**src/rtl/trivium_feeder.sv**
```systemverilog
// Host-side driver for the Trivium core: serial key load, credit-metered plaintext
// strobes, ciphertext return FIFO and 256-byte block boundary handling.
//
//   state      | meaning
//   S_IDLE     | no key loaded, waiting for key_load
//   S_SHIFT    | 80 cycles of serial key shift, MSB first
//   S_WAIT_RUN | waiting for core status 01 after keying
//   S_RUN      | issuing plaintext bytes under credit control
//   S_WAIT_BLK | 256 bytes issued, waiting for status 02 then 01
module trivium_feeder #(
    parameter int DEPTH    = 8,
    parameter int WAIT_MAX = 2047
) (
    input  logic        clk_i,
    input  logic        rst_i,
    input  logic [79:0] key_in_i,
    input  logic        key_load_i,
    input  logic [7:0]  tx_data_i,
    input  logic        tx_valid_i,
    output logic        tx_ready_o,
    output logic [7:0]  rx_data_o,
    output logic        rx_valid_o,
    input  logic        rx_ready_i,
    output logic        key_o,
    output logic        strob_key_o,
    output logic [7:0]  data_o,
    output logic        strob_data_o,
    output logic [1:0]  fifo_cnd_o,
    input  logic [7:0]  stream_i,
    input  logic        wt_sgn_i,
    input  logic [7:0]  sign_reg_i,
    output logic        busy_o,
    output logic        err_o
);
    localparam int AW = $clog2(DEPTH);
    localparam int CW = AW + 1;

    typedef enum logic [2:0] {S_IDLE, S_SHIFT, S_WAIT_RUN, S_RUN, S_WAIT_BLK} state_t;

    state_t         state_q;
    logic [79:0]    key_sh_q;
    logic [6:0]     bit_cnt_q;
    logic [11:0]    timer_q;
    logic [8:0]     blk_cnt_q;
    logic [CW-1:0]  out_q, out_d;
    logic [CW-1:0]  occ_q, occ_d;
    logic [AW-1:0]  wr_ptr_q, rd_ptr_q;
    logic [7:0]     mem_q [DEPTH];
    logic           rekey_q, seen02_q, err_q;
    logic           key_q, strob_key_q, strob_data_q;
    logic [7:0]     data_q;
    logic [1:0]     fifo_cnd_q;

    logic fifo_full, push, pop, issue, core_fault, out_dec;

    assign fifo_full  = (occ_q == CW'(DEPTH));
    assign push       = wt_sgn_i && !fifo_full;
    assign pop        = rx_ready_i && (occ_q != '0);
    assign core_fault = (state_q != S_IDLE) && ((sign_reg_i == 8'h04) || (sign_reg_i == 8'h08));
    assign out_dec    = wt_sgn_i && (out_q != '0);

    // Credit rule: bytes in flight plus bytes already buffered never exceed the FIFO.
    assign issue = (state_q == S_RUN) && !rekey_q && tx_valid_i && (sign_reg_i == 8'h01)
                   && !blk_cnt_q[8]
                   && (({1'b0, occ_q} + {1'b0, out_q}) < (CW+1)'(DEPTH));

    always_comb begin
        occ_d = occ_q;
        if (push && !pop)
            occ_d = occ_q + CW'(1);
        else if (!push && pop)
            occ_d = occ_q - CW'(1);
    end

    always_comb begin
        out_d = out_q;
        if (issue && !out_dec)
            out_d = out_q + CW'(1);
        else if (!issue && out_dec)
            out_d = out_q - CW'(1);
    end

    always_ff @(posedge clk_i) begin
        if (rst_i) begin
            wr_ptr_q   <= '0;
            rd_ptr_q   <= '0;
            occ_q      <= '0;
            fifo_cnd_q <= '0;
        end else begin
            if (push)
                wr_ptr_q <= wr_ptr_q + AW'(1);
            if (pop)
                rd_ptr_q <= rd_ptr_q + AW'(1);
            occ_q      <= occ_d;
            fifo_cnd_q <= {occ_q == CW'(DEPTH), occ_q >= CW'(DEPTH / 2)};
        end
    end

    always_ff @(posedge clk_i) begin
        if (push)
            mem_q[wr_ptr_q] <= stream_i;
    end

    always_ff @(posedge clk_i) begin
        if (rst_i) begin
            state_q      <= S_IDLE;
            key_sh_q     <= '0;
            bit_cnt_q    <= '0;
            timer_q      <= '0;
            blk_cnt_q    <= '0;
            out_q        <= '0;
            rekey_q      <= 1'b0;
            seen02_q     <= 1'b0;
            err_q        <= 1'b0;
            key_q        <= 1'b0;
            strob_key_q  <= 1'b0;
            data_q       <= '0;
            strob_data_q <= 1'b0;
        end else begin
            strob_data_q <= issue;
            if (issue) begin
                data_q    <= tx_data_i;
                blk_cnt_q <= blk_cnt_q + 9'd1;
            end
            out_q <= out_d;

            case (state_q)
                S_IDLE: begin
                    if (key_load_i) begin
                        key_sh_q    <= key_in_i;
                        err_q       <= 1'b0;
                        state_q     <= S_SHIFT;
                        bit_cnt_q   <= '0;
                        strob_key_q <= 1'b1;
                        key_q       <= key_in_i[79];
                        blk_cnt_q   <= '0;
                    end
                end
                S_SHIFT: begin
                    if (bit_cnt_q == 7'd79) begin
                        state_q     <= S_WAIT_RUN;
                        strob_key_q <= 1'b0;
                        key_q       <= 1'b0;
                        timer_q     <= 12'(WAIT_MAX);
                    end else begin
                        bit_cnt_q <= bit_cnt_q + 7'd1;
                        key_sh_q  <= {key_sh_q[78:0], 1'b0};
                        key_q     <= key_sh_q[78];
                    end
                end
                S_WAIT_RUN: begin
                    if (sign_reg_i == 8'h01) begin
                        state_q <= S_RUN;
                    end else if (timer_q == '0) begin
                        err_q   <= 1'b1;
                        state_q <= S_IDLE;
                    end else begin
                        timer_q <= timer_q - 12'd1;
                    end
                end
                S_RUN, S_WAIT_BLK: begin
                    // A pending rekey waits for every in-flight byte to come back first.
                    if (rekey_q) begin
                        if (out_q == '0) begin
                            state_q     <= S_SHIFT;
                            bit_cnt_q   <= '0;
                            strob_key_q <= 1'b1;
                            key_q       <= key_sh_q[79];
                            blk_cnt_q   <= '0;
                            rekey_q     <= 1'b0;
                        end
                    end else if (key_load_i) begin
                        key_sh_q <= key_in_i;
                        rekey_q  <= 1'b1;
                        err_q    <= 1'b0;
                    end else if (state_q == S_RUN) begin
                        if (issue && (blk_cnt_q == 9'd255)) begin
                            state_q  <= S_WAIT_BLK;
                            seen02_q <= 1'b0;
                            timer_q  <= 12'(WAIT_MAX);
                        end
                    end else if (seen02_q && (sign_reg_i == 8'h01)) begin
                        state_q   <= S_RUN;
                        blk_cnt_q <= '0;
                    end else if (timer_q == '0) begin
                        err_q   <= 1'b1;
                        state_q <= S_IDLE;
                    end else begin
                        timer_q <= timer_q - 12'd1;
                        if (sign_reg_i == 8'h02)
                            seen02_q <= 1'b1;
                    end
                end
                default: state_q <= S_IDLE;
            endcase

            if (wt_sgn_i && fifo_full)
                err_q <= 1'b1;

            if (core_fault) begin
                state_q     <= S_IDLE;
                err_q       <= 1'b1;
                out_q       <= '0;
                blk_cnt_q   <= '0;
                strob_key_q <= 1'b0;
                key_q       <= 1'b0;
                rekey_q     <= 1'b0;
            end
        end
    end

    assign tx_ready_o   = issue;
    assign rx_valid_o   = (occ_q != '0);
    assign rx_data_o    = rx_valid_o ? mem_q[rd_ptr_q] : 8'h00;
    assign key_o        = key_q;
    assign strob_key_o  = strob_key_q;
    assign data_o       = data_q;
    assign strob_data_o = strob_data_q;
    assign fifo_cnd_o   = fifo_cnd_q;
    assign busy_o       = (state_q != S_IDLE);
    assign err_o        = err_q;

endmodule

```
**config.mk**
```make
export PLATFORM = sky130hd
export DESIGN_NAME = trivium_feeder
export DESIGN_NICKNAME = d
export VERILOG_FILES = /design/src/rtl/trivium_feeder.sv
export SDC_FILE = /design/constraint.sdc
export NUM_CORES = 1
export LEC_CHECK = 0
export CAP_MARGIN = 20
export CORE_MARGIN = 2
export CORE_UTILIZATION = 50
export DETAILED_ROUTE_END_ITERATION = 6
export GPL_TIMING_DRIVEN = 0
export MAX_ROUTING_LAYER = met4
export PLACE_DENSITY = 0.8
export RECOVER_POWER = 50
export SLEW_MARGIN = 10
export SYNTH_ARGS = -nofsm -noshare
export SYNTH_HDL_FRONTEND = slang
export SYNTH_SLANG_ARGS = --single-unit
```
**constraint.sdc**
```tcl
create_clock -name clk_i -period 10.5 [get_ports clk_i]
set_input_delay 2.1 -clock clk_i [delete_from_list [all_inputs] [get_ports clk_i]]
set_output_delay 2.1 -clock clk_i [all_outputs]
set_load 0.02 [all_outputs]
```
==> results.tsv <==
stage	metric	value	unit
critical_path	CP Class	primary input to output port	
clock_network	CTS buffer count	23	
synthesis	Synth Net Count	1017	
power	P_leak	4.227	nW
layout	layout cells sized above 1	0.06942	
layout	Final Net Count	1177	
layout	Ant. Diodes	0	
floorplanning	Starting Density	0.5055	
synthesis	Post-synth top flop	dfxtp_1	
clock_network	CTS clk-pin slew, worst paths	0.06	ns
synthesis	Post-Syn Instances	890	
timing	Hold Vio Cnt, Final	0	
synthesis	Post-synth EDFFs	64	
timing	Post-Route Setup TNS	0	ns
critical_path	Crit path top cell by count	clkdlybuf4s50_1	
timing	Setup-failing EPs final	0	
power	power density over cell area	271.8	nW/um2
synthesis	synth warn	0	
grt	vias in the first global route	7074	
floorplanning	total core area	18580	um2
detailed_routing	initial drt markers	341	
synthesis	synthesized area	9392	um2
clock_network	H-Tree Depth	1	
clock_network	hold_buf cts	0	
timing	slew at the pin closest to its max-slew limit	1.470	ns
layout	Area Overhead vs Synth	25.25	%
power	Int Pwr	2.042	mW
timing	Final Skew	0.006462	ns
critical_path	CP peak stage delay	0.64	ns
floorplanning	Die Ht	141.1	um
outcome	failing checks	capacitance limit	
placement	Final Wtd Congestion	0.9332	
critical_path	CP max FO	11	
synthesis	Async S/R FF share, synth	0	
detailed_routing	final wirelength	20.86	mm
floorplanning	IO Count	135	
clock_network	worst skew pair latency	0.50	ns
timing	unrepaired setup endpoints after global routing	false	
power	clock network fraction of design power	0.240	
detailed_routing	DRT Pass-1 Iters	6	
layout	fill count	1510	
grt	largest net degree at the start of global routing	14	
synthesis	syn avg cell area	10.55	um2
outcome	outcome	finished with violations	
power	Max VDD drop	0.1637	mV
timing	Pins Over Slew Limit	0	
grt	gr usage total	0.2149	
grt	GRT overflow	0	
clock_network	Sink Count	208	
placement	detailed placement HPWL	14.58	mm
timing	Max Fclk	0.1391	GHz
detailed_routing	Routed Antenna Nets	0	
clock_network	CTS tree	yes	
floorplanning	row cnt	50	
flow_run	Max-Cap Viols	1	
power	Sw Ratio	0.3613	
worst_hold_path	Worst Hold Class	register to register	
power	Sequential Power Share	0.354	
critical_path	CP required	8.40	ns
timing	Hold WS	0.4521	ns
critical_path	Critical Path AT	5.09	ns
critical_path	Worst path slowest cell	clkdlybuf4s50_1	
timing	Slew HR	0.01270	
clock_network	clock tree buffer depth	3	
critical_path	cells along the critical path	clkdlybuf4s50_1 -> nor4_2 -> and2_0 -> clkbuf_1 -> nand3_1 -> inv_1 -> buf_2 -> clkdlybuf4s50_1	
detailed_routing	Vias/cell	5.602	
clock_network	CTS-repair resized insts	0	
floorplanning	Die X	141.1	um
grt	initial antenna violation count	0	
floorplanning	Die Area	19900	um2
timing	Tmin final	7.191	ns
detailed_routing	DRC violations left	0	
synthesis	synth unique cells	66	
clock_network	clk root buf	clkbuf_16	
power	Comb pwr share	0.406	
detailed_routing	routed len/inst	16.05	um
synthesis	synthesized flop and latch total	208	
timing	fin crit share	0.6848	
critical_path	Top delay family on crit path	buffers and inverters	
critical_path	CP Capture Type	output port	
detailed_routing	vias	7282	
critical_path	CP bufs+invs	5	
synthesis	sequential area share after synthesis	0.5116	
grt	global-route wire length before repair	34.60	mm
critical_path	Startpoint Class	primary input	
power	Switch Pwr	1.155	mW
placement	Port Buf Inserts	134	
clock_network	# Post-CTS Setup Buffers	0	
[registers in the layout, summed over array words and instances (netlist names), 4 cells and up, named ones only]
name / count
bit_cnt_q: 7
blk_cnt_q: 9
data_o: 8
key_sh_q: 80
mem_q: 64
occ_q: 4
out_q: 4
timer_q: 12
[logic make-up after synthesis]
family                     count (synthesis)  synth area share
buffers and inverters                     72           0.03078
adders and majority gates                 17           0.02425
xor gates and xnor gates                  22           0.02052
muxes                                    109            0.1375
AOI/OAI and AO/OA                        193            0.1443
and+or+nand+nor                          269            0.1311
DFF                                      208            0.5116
[worst register-to-register path: stages (launching register included)]
cell and delay, ns:
dfxtp_1 0.46, ha_1 0.29, or4b_4 0.53, a2111oi_4 0.36
nand3_1 0.31, inv_1 0.23, buf_2 0.27, ha_1 0.23
inv_1 0.10, ha_1 0.27, a21o_1 0.17, a21oi_1 0.17
xnor2_1 0.09, or3_1 0.30, a21oi_1 0.15
[layer usage]
metal,global-route usage,vias up,wire [um]
met5,-,-,0
met4,0.03947,0,227
met3,0.05333,20,1534
met2,0.3484,222,9788
met1,0.2785,3437,9309
li1,-,3603,-
[stage by stage]
stage | util | power [mW] | setup WS, ns | instance area, um2 | std cells
floorplan | - | 2.081 | 4.874 | 9392 | 890
global placement | 0.5934 | 2.401 | 3.342 | 11030 | 1258
detailed placement | 0.5952 | 2.441 | 3.313 | 11060 | 1259
CTS | 0.6346 | 3.229 | 3.316 | 11790 | 1300
global route | 0.6331 | 3.418 | 3.164 | 11760 | 1300
finish | 0.6331 | 3.197 | 3.309 | 11760 | 1300
[cell usage after synthesis, types with 15 or more instances]
master / number / area (um2)
nand2_1: 48 / 180.2
edfxtp_1: 64 / 1922
clkbuf_1: 44 / 165.2
o21ai_0: 23 / 115.1
dfxtp_1: 144 / 2883
a21oi_1: 43 / 215.2
mux4_2: 16 / 360.4
mux2i_1: 93 / 930.9
ha_1: 15 / 187.7
nor2_1: 145 / 544.3
a211oi_1: 82 / 615.6
[cell type report]
| class | instances | area, um2 | area share |
|---|---|---|---|
| sequential | 208 | 4805 | 0.4085 |
| multi-input combinational | 610 | 4303 | 0.3658 |
| timing repair buffer | 135 | 1345 | 0.1143 |
| clock buffer | 35 | 670.6 | 0.05702 |
| tap | 234 | 292.8 | 0.02489 |
| buffer | 59 | 236.5 | 0.02010 |
| clock inverter | 6 | 61.31 | 0.005212 |
| inverter | 13 | 48.80 | 0.004149 |
[final timing paths]
| path | endpoint | cells past startpoint | start | slack (ns) |
|---|---|---|---|---|
| setup / recovery | tx_ready_o | 8 | sign_reg_i[5] | 3.31 |
| hold reg to reg | data_o[3]$_SDFFE_PP0N_ | 2 | data_o[3]$_SDFFE_PP0N_ | 0.45 |
| setup reg to reg | out_q[3]$_SDFFE_PP0P_ | 14 | occ_q[3]$_SDFFE_PP0P_ | 6.49 |
| hold / removal | data_o[3]$_SDFFE_PP0N_ | 2 | data_o[3]$_SDFFE_PP0N_ | 0.45 |
[power groups by stage]
stage	combinational, mW	sequential [mW]	clock (mW)
6_report	1.30	1.13	0.769
5_1_grt	1.44	1.15	0.826
4_1_cts	1.31	1.13	0.790
3_5_place_dp	1.30	1.14	0
3_3_place_gp	1.26	1.14	0
2_1_floorplan	0.964	1.12	0
[layout by cell type, fill, tap and decap left out, types with 4 or more instances in the layout]
master           instances
nor2_1                 145
dfxtp_1                144
clkdlybuf4s50_1        109
mux2i_1                 93
a211oi_1                82
edfxtp_1                64
clkbuf_1                58
nand2_1                 48
a21oi_1                 43
dlygate4sd3_1           25
o21ai_0                 23
clkbuf_16               23
mux4_2                  16
ha_1                    15
inv_1                   13
xor2_1                  13
nor3_1                  11
xnor2_1                  9
nand2b_1                 8
nor4_1                   7
nand3_1                  6
buf_2                    6
and3_1                   5
a311oi_1                 5
nor2b_1                  5
or3_1                    5
clkbuf_8                 5
or2_2                    4
a31oi_1                  4
(Power assumes the default switching activity.)
